===== src/rtl/mmio_seg_scan_if.sv =====
// mmio_seg_scan_if: CPU IO-bus port of the seven-segment scan controller.
interface mmio_seg_scan_if;
    logic        cs;
    logic        write;
    logic        read;
    logic [2:0]  addr;
    logic [31:0] wdata;
    logic [31:0] rdata;
    modport master (output cs, write, read, addr, wdata, input rdata);
    modport slave  (input cs, write, read, addr, wdata, output rdata);
endinterface


===== src/rtl/mmio_seg_scan.sv =====
// mmio_seg_scan: memory-mapped, time-multiplexed common-anode seven-segment driver.
// Define TUBE_SEG_BLINK_EN to build the per-digit blink register and blink counter.
module mmio_seg_scan #(
    parameter int DIGITS    = 8,
    parameter int SCAN_DIV  = 100000,
    parameter int BLINK_DIV = 256
) (
    input  logic              clock,
    input  logic              reset,
    mmio_seg_scan_if.slave    bus,
    output logic [7:0]        seg_out,
    output logic [DIGITS-1:0] dig_sel
);
    localparam int PW = $clog2(SCAN_DIV);
    localparam int BW = BLINK_DIV > 1 ? $clog2(BLINK_DIV) : 1;
    localparam logic [7:0] MASK = 8'((1 << DIGITS) - 1);
    localparam logic [31:0] DMASK = 32'((64'd1 << (4 * DIGITS)) - 64'd1);
    localparam logic [2:0] LAST = 3'(DIGITS - 1);
    localparam logic [PW-1:0] PLAST = PW'(SCAN_DIV - 1);
    localparam logic [7:0] HEX [16] = '{
        8'hC0, 8'hF9, 8'hA4, 8'hB0, 8'h99, 8'h92, 8'h82, 8'hF8,
        8'h80, 8'h90, 8'h88, 8'h83, 8'hC6, 8'hA1, 8'h86, 8'h8E
    };

    logic [31:0]   data_q;
    logic [7:0]    dp_q, en_q;
    logic          on_q;
    logic [PW-1:0] presc;
    logic [2:0]    idx;
    logic          wr, adv, vis, blink_off, blink_en_rd;
    logic [7:0]    blink_rd, seg_d;
    logic [3:0]    nib;

    assign wr  = bus.cs && bus.write;
    assign adv = presc == PLAST;

`ifdef TUBE_SEG_BLINK_EN
    logic [7:0]    blink_q;
    logic          blink_en_q, phase;
    logic [BW-1:0] bcnt;

    // Phase flips every BLINK_DIV full scan rounds; phase 1 hides masked digits.
    always_ff @(posedge clock or posedge reset) begin
        if (reset) begin
            blink_q    <= '0;
            blink_en_q <= 1'b0;
            phase      <= 1'b0;
            bcnt       <= '0;
        end else begin
            if (wr && bus.addr == 3'd5) blink_q <= bus.wdata[7:0] & MASK;
            if (wr && bus.addr == 3'd3) blink_en_q <= bus.wdata[1];
            if (adv && idx == LAST) begin
                bcnt <= bcnt == BW'(BLINK_DIV - 1) ? '0 : bcnt + 1'b1;
                if (bcnt == BW'(BLINK_DIV - 1)) phase <= ~phase;
            end
        end
    end

    assign blink_off   = blink_q[idx] && blink_en_q && phase;
    assign blink_rd    = blink_q;
    assign blink_en_rd = blink_en_q;
`else
    assign blink_off   = 1'b0;
    assign blink_rd    = '0;
    assign blink_en_rd = 1'b0;
`endif

    assign nib   = data_q[{idx, 2'b00} +: 4];
    assign seg_d = {~dp_q[idx], HEX[nib][6:0]};
    // The advance cycle is forced dark so the old pattern never ghosts onto the next digit.
    assign vis   = on_q && en_q[idx] && !adv && !blink_off;

    always_ff @(posedge clock or posedge reset) begin
        if (reset) begin
            data_q  <= '0;
            dp_q    <= '0;
            en_q    <= MASK;
            on_q    <= 1'b1;
            presc   <= '0;
            idx     <= '0;
            seg_out <= 8'hFF;
            dig_sel <= '1;
        end else begin
            if (wr && bus.addr == 3'd0) data_q <= bus.wdata & DMASK;
            if (wr && bus.addr == 3'd1) dp_q <= bus.wdata[7:0] & MASK;
            if (wr && bus.addr == 3'd2) en_q <= bus.wdata[7:0] & MASK;
            if (wr && bus.addr == 3'd3) on_q <= bus.wdata[0];
            presc <= adv ? '0 : presc + 1'b1;
            if (adv) idx <= idx == LAST ? 3'd0 : idx + 3'd1;
            seg_out <= vis ? seg_d : 8'hFF;
            dig_sel <= vis ? ~(DIGITS'(1) << idx) : '1;
        end
    end

    always_comb begin
        bus.rdata = !(bus.cs && bus.read) ? 32'd0 :
                    bus.addr == 3'd0 ? data_q :
                    bus.addr == 3'd1 ? {24'd0, dp_q} :
                    bus.addr == 3'd2 ? {24'd0, en_q} :
                    bus.addr == 3'd3 ? {30'd0, blink_en_rd, on_q} :
                    bus.addr == 3'd4 ? {29'd0, idx} :
                    bus.addr == 3'd5 ? {24'd0, blink_rd} : 32'd0;
    end
endmodule


===== src/flat_wrapper.sv =====
// flat-port wrapper written by rule: the top's interface ports become plain ports
module mmio_seg_scan_flat 
#(
    parameter int DIGITS    = 8,
    parameter int SCAN_DIV  = 100000,
    parameter int BLINK_DIV = 256
)
  (clock, reset, seg_out, dig_sel, bus_cs, bus_write, bus_read, bus_addr, bus_wdata, bus_rdata);
  mmio_seg_scan_if bus_i ();
  input  logic clock;
  input  logic reset;
  output logic [7:0] seg_out;
  output logic [DIGITS-1:0] dig_sel;
  input wire logic [$bits(bus_i.cs)-1:0] bus_cs;
  input wire logic [$bits(bus_i.write)-1:0] bus_write;
  input wire logic [$bits(bus_i.read)-1:0] bus_read;
  input wire logic [$bits(bus_i.addr)-1:0] bus_addr;
  input wire logic [$bits(bus_i.wdata)-1:0] bus_wdata;
  output wire logic [$bits(bus_i.rdata)-1:0] bus_rdata;
  assign bus_i.cs = bus_cs;
  assign bus_i.write = bus_write;
  assign bus_i.read = bus_read;
  assign bus_i.addr = bus_addr;
  assign bus_i.wdata = bus_wdata;
  assign bus_rdata = bus_i.rdata;
  mmio_seg_scan #(.DIGITS(DIGITS), .SCAN_DIV(SCAN_DIV), .BLINK_DIV(BLINK_DIV)) u_core (.clock(clock), .reset(reset), .bus(bus_i), .seg_out(seg_out), .dig_sel(dig_sel));
endmodule

===== config.mk =====
export PLATFORM = sky130hd
export DESIGN_NAME = mmio_seg_scan_flat
export DESIGN_NICKNAME = d
export VERILOG_FILES = /design/src/rtl/mmio_seg_scan_if.sv /design/src/rtl/mmio_seg_scan.sv /design/src/flat_wrapper.sv
export SDC_FILE = /design/constraint.sdc
export NUM_CORES = 1
export LEC_CHECK = 0
export ABC_CLOCK_PERIOD_IN_PS = 3120
export CORE_ASPECT_RATIO = 1.75
export CORE_UTILIZATION = 34
export CTS_BUF_LIST = sky130_fd_sc_hd__clkbuf_4 sky130_fd_sc_hd__clkbuf_8 sky130_fd_sc_hd__clkbuf_16
export CTS_CLUSTER_DIAMETER = 120
export CTS_CLUSTER_SIZE = 40
export DETAILED_ROUTE_END_ITERATION = 8
export HOLD_SLACK_MARGIN = 0.06
export PLACE_DENSITY_LB_ADDON = 0.3
export SETUP_SLACK_MARGIN = 0.02
export SKIP_CTS_REPAIR_TIMING = 1
export SLEW_MARGIN = 20
export SYNTH_ARGS = -nofsm -noshare
export SYNTH_HDL_FRONTEND = slang
export SYNTH_SLANG_ARGS = --single-unit

===== constraint.sdc =====
create_clock -name clock -period 3.12 [get_ports clock]
set_input_delay 0.624 -clock clock [delete_from_list [all_inputs] [get_ports clock]]
set_output_delay 0.624 -clock clock [all_outputs]
set_load 0.005 [all_outputs]

Word-level counts from Yosys, hierarchy flattened. Memory sizes are Yosys's and may differ from the RTL's. Cells that the tools add are included.

RAM bits: 0. Register bits: 85. Output and inout port bits: 48. Memories kept: 1. Input port bits: 40. Bits in read-only memories: 128. Logic and storage cells: 50. Bits in latches: 0.

Eq/ne operators: 6. Mux-type cells: 16. Reductions and logical operators: 10. Bitwise logic cells: 3. $mul: 0. Shift-type cells: 2. Divide/modulo/power cells: 0. Order comparisons: 2. Add/sub/neg operators: 2.

Memory list: (name not given) (words 16, bits a word 8, rd ports 1, clocked after Yosys merged registers in 0, wr ports 0, RTL line mmio_seg_scan.sv:69) `assign seg_d = {~dp_q[idx], HEX[nib][6:0]};`.

Operator list (number): 32-bit two-way mux (5); 32-bit by 6-bit variable part select with 4-bit output (1); 17-bit by 1-bit adder with 17-bit output (second input constant) (1); 17-bit equality test (second input constant) (1); 17-bit two-way mux (1); 8-bit two-way mux (2); 7-bit two-way mux (2); 1-bit logical AND (8); 8-bit inverter (1); 1-bit by 3-bit << shifter with 8-bit output (first input constant) (1); 1-bit binary-select mux with 3-bit select (2); 3-bit by 2-bit equality test with 1-bit output (second input constant) (2); 3-bit equality test (second input constant) (2); 3-bit two-way mux (2); 5-bit >= comparator (second input constant) (1); 4-bit inverter with 5-bit output (1); 3-bit by 4-bit < comparator with 1-bit output (second input constant) (1); 3-bit by 1-bit adder with 3-bit output (second input constant) (1); 3-bit by 1-bit equality test with 1-bit output (second input constant) (1); 3-bit zero test (1); 1-bit two-way mux (2); 1-bit zero test (1); 1-bit inverter (1).

Logic depth before layout (Yosys ltp).
Depth in word-level cells: 7. Mapped depth: 10. Gate-level depth less buffers: 8.

Worst setup path after synthesis. No wires, ideal clock.

Path kind: input-to-output. Start: input bus_addr[2]. End: output bus_rdata[11]. Path buffers: 2. Data arrival time: 1715 ps. Required time: 2496 ps. Stages: 6. Path slack: 781 ps. Cell sequence: clkbuf_1 -> nor2_1 -> nand2_1 -> nor2_1 -> clkbuf_1 -> and2_1.

Longest elaborated chain between the ends: 5. Elaborated cells between the ends (all ways): 7. Classes of those cells: 2 x eq/ne; 4 x mux; 1 x reduce/logical.

RTL lines: start: declaration (RTL line flat_wrapper.sv:17) `input wire logic [$bits(bus_i.addr)-1:0] bus_addr;`; 3-bit by 2-bit equality test with 1-bit output (RTL line mmio_seg_scan.sv:99) `bus.addr == 3'd2 ? {24'd0, en_q} :`; 32-bit two-way mux (RTL line mmio_seg_scan.sv:99); 32-bit two-way mux (RTL line mmio_seg_scan.sv:98) `bus.addr == 3'd1 ? {24'd0, dp_q} :`; 32-bit two-way mux * (RTL line mmio_seg_scan.sv:97) `bus.addr == 3'd0 ? data_q :`; 32-bit two-way mux * (RTL line mmio_seg_scan.sv:96) `bus.rdata = !(bus.cs && bus.read) ? 32'd0 :`; end: declaration (RTL line flat_wrapper.sv:19) `output wire logic [$bits(bus_i.rdata)-1:0] bus_rdata;`.

Every way passes the cells marked *; elsewhere a longest branch is shown, timed or not.

Worst setup path after layout.
Start: input bus_addr[1]. End: output bus_rdata[14].

Same word-level chain as after synthesis.

==> Implementation_results.wiki <==
{| class="wikitable"
! Metric !! Value
|-
| Number of antenna violations at the first check in global routing || 0
|-
| Synthesis-to-layout area growth || 32.0%
|-
| Clock latency reported for the late side of the worst-skew pair || 0.34 ns
|-
| Maximum clock frequency || 337 MHz
|-
| Overflow left after global routing || 0
|-
| Final setup violation count || 0
|-
| Period Utilization, post-route || 95.0%
|-
| DR WL/cell || 17.0 um
|-
| Number of ports placed on the die boundary || 88
|-
| Detailed Route WL || 10800 um
|-
| Clock root buffer master || sky130_fd_sc_hd__clkbuf_16
|-
| Global-route wire length before repair || 17200 um
|-
| Antenna fix cells || 0
|-
| CTS max path bufs || 2
|-
| Nets@finish || 512
|-
| Maximum vdd ir drop || 246 uV
|-
| Type of origin of the critical path || input port
|-
| Type of destination of the critical path || primary output
|-
| Hold slack final || 0.490 ns
|-
| CTS H-tree lvls || 3
|-
| Part of the Yosys area used for sequential elements || 48.7%
|-
| Cells after Synth || 363
|-
| Critical path fanouts, max || 24
|-
| Total global-route track usage || 17.1%
|-
| Sinks on Clock Net || 85
|-
| Vias in the first global route || 3262
|-
| Placeable Area || 0.0126 mm^2
|-
| RSZ-0062 raised after global routing || no
|-
| Worst min-delay path category || register to register
|-
| Detailed-router iteration count before antenna repair || 5
|-
| Average cell area after synthesis || 12.2 um^2
|-
| Initial detailed-routing violation count || 193
|-
| Number of hold violations in the final report || 0
|-
| Number of port buffers || 87
|-
| DIE AREA || 0.0135 mm^2
|-
| Post-Synthesis Cell Area || 0.00444 mm^2
|-
| Number of buffers added by the clock tree synthesis step || 9
|-
| Data required time at the worst endpoint || 2.50 ns
|-
| Primary flip-flop cell chosen by synthesis mapping || sky130_fd_sc_hd__dfrtp_1
|-
| Final GP Congestion || 0.824
|-
| Utilization after layout || 46.6%
|-
| Pin count of the biggest net entering global routing || 68
|-
| Setup TNS || 0 ns
|-
| Clock skew || 0.00809 ns
|-
| CTS tree || done
|-
| Clock transition at the registers of the reported paths || 0.06 ns
|-
| Die outline width || 88.3 um
|-
| Worst slew margin || 35.3%
|-
| Number of routed nets with antenna violations || 0
|-
| Netlist cell types || 53
|-
| Standby leakage power || 0.00238 uW
|-
| Synthesized flop and latch total || 85
|-
| Most common cell after layout, fill and taps aside || sky130_fd_sc_hd__clkdlybuf4s50_1
|-
| Fraction of registers with async set or reset after synthesis || 100%
|-
| Worst-margin pin slew || 0.969 ns
|-
| Post-layout minimum cycle time || 2.96 ns
|-
| Via count of the routed design || 3177
|-
| Number of enable-type register cells in the synthesized netlist || 0
|-
| Startpoint-to-endpoint class of the critical path || input port to primary output
|-
| Final Max Slew Viols || 0
|-
| Warning count from the yosys run || 0
|-
| Die outline height || 153 um
|-
| Commonest non-fill, non-tap cells in the layout || sky130_fd_sc_hd__clkdlybuf4s50_1 (87), sky130_fd_sc_hd__dfrtp_1 (60), sky130_fd_sc_hd__mux2_2 (50)
|-
| DRC errors left || 0
|-
| Outcome || completed
|-
| Post-synthesis net count || 416
|-
| Initial core utilization || 35.3%
|-
| # rows || 54
|-
| CP arrival || 2.34 ns
|-
| DR vias/cell || 5.03
|-
| DP HPWL || 8070 um
|-
| Number of max-capacitance violations reported || 0
|-
| Share of cells above drive strength 1 || 27.8%
|-
| Power per unit of standard cell area || 523 mW/mm^2
|}
==> per-stage QoR <==
step           power [uW]  cells  cell area (um^2)  setup WS, ns
2_1_floorplan        1810    363              4440         0.344
3_3_place_gp         2040    616              5550        0.0497
3_5_place_dp         2060    616              5550       0.00925
4_1_cts              3100    632              5830        0.0113
5_1_grt              3200    632              5860        0.0357
6_report             3060    632              5860         0.156
==> cells by family after synthesis <==
group                    share of synthesized area (%)
multiplexers                                      22.6
XOR/XNOR                                          2.57
adder cells (fa/ha/maj)                           3.67
buffers and inverters                             3.33
AO/OA/AOI/OAI                                     5.36
AND/OR/NAND/NOR                                   13.8
flip-flops                                        48.7
==> final cells by class <==
class	instances	area, um^2
fill	1196	6710
timing repair buffer	102	1010
tap	168	210
multi-input combinational	250	2150
sequential	85	2160
inverter	11	42.5
clock buffer	14	269
clock inverter	2	12.5
==> worst paths after layout <==
path / from / end / slack, ns / depth (start not counted)
setup / recovery: bus_addr[1] / bus_rdata[14] / 0.16 / 7
hold / removal: u_core.presc[0] / u_core.presc[0] / 0.49 / 1
setup reg to reg: u_core.idx[1] / u_core.dig_sel[5] / 0.72 / 7
hold reg to reg: u_core.presc[0] / u_core.presc[0] / 0.49 / 1
max in group asynchronous: reset / u_core.seg_out[6] / 1.84 / 3
min in group asynchronous: reset / u_core.data_q[16] / 0.57 / 2
==> worst max-delay path: stages <==
cell and delay [ns]:
sky130_fd_sc_hd__clkdlybuf4s50_1 0.46, sky130_fd_sc_hd__nor2_2 0.15, sky130_fd_sc_hd__nand2_1 0.09, sky130_fd_sc_hd__nor2_2 0.16
sky130_fd_sc_hd__buf_12 0.17, sky130_fd_sc_hd__and2_1 0.15, sky130_fd_sc_hd__clkdlybuf4s50_1 0.51
==> cell usage after synthesis (2+ instances only) <==
cell / n / area, um^2
sky130_fd_sc_hd__and2_1: 25 / 156
sky130_fd_sc_hd__xnor2_1: 8 / 70.1
sky130_fd_sc_hd__mux2i_1: 6 / 60.1
sky130_fd_sc_hd__nor2_1: 23 / 86.3
sky130_fd_sc_hd__buf_6: 2 / 22.5
sky130_fd_sc_hd__a211oi_1: 2 / 15.0
sky130_fd_sc_hd__clkbuf_1: 7 / 26.3
sky130_fd_sc_hd__nand4_1: 6 / 37.5
sky130_fd_sc_hd__mux2_4: 2 / 30.0
sky130_fd_sc_hd__mux4_1: 9 / 236
sky130_fd_sc_hd__nand3_1: 10 / 50.1
sky130_fd_sc_hd__dfstp_2: 25 / 657
sky130_fd_sc_hd__o21ai_0: 6 / 30.0
sky130_fd_sc_hd__o21a_1: 5 / 37.5
sky130_fd_sc_hd__ha_1: 13 / 163
sky130_fd_sc_hd__buf_2: 6 / 30.0
sky130_fd_sc_hd__xor2_1: 5 / 43.8
sky130_fd_sc_hd__dfrtp_1: 60 / 1500
sky130_fd_sc_hd__or3_1: 4 / 25.0
sky130_fd_sc_hd__nor3_1: 9 / 45.0
sky130_fd_sc_hd__mux4_2: 3 / 67.6
sky130_fd_sc_hd__mux2_2: 50 / 563
sky130_fd_sc_hd__nand2_1: 23 / 86.3
sky130_fd_sc_hd__o221ai_1: 3 / 26.3
sky130_fd_sc_hd__a21oi_1: 12 / 60.1
sky130_fd_sc_hd__mux2i_4: 2 / 45.0
sky130_fd_sc_hd__inv_1: 10 / 37.5
sky130_fd_sc_hd__o21ai_1: 2 / 10.0
==> flip-flops by register name, indices dropped and copies added (netlist names) <==
signal	cells
u_core.data_q	32
u_core.idx	3
u_core.on_q	1
u_core.dp_q	8
u_core.dig_sel	8
u_core.seg_out	8
u_core.presc	17
u_core.en_q	8
==> metal layers <==
| metal | vias up | share of wire, % | routed length [um] | GRT usage [%] |
|---|---|---|---|---|
| met1 | 1593 | 38 | 4060 | 19.0 |
| met3 | 23 | 3.2 | 343 | 3.46 |
| li1 | 1486 | - | - | - |
| met2 | 75 | 56 | 5980 | 30.0 |
| met5 | - | 0 | 0 | 0 |
| met4 | 0 | 3.4 | 370 | 8.68 |
==> where the power goes <==
group	internal [uW]	switching [uW]	total [uW]
logic	351	252	603
registers	1310	138	1440
clock network	596	419	1010
No activity file was read; power rests on OpenSTA's default activity.
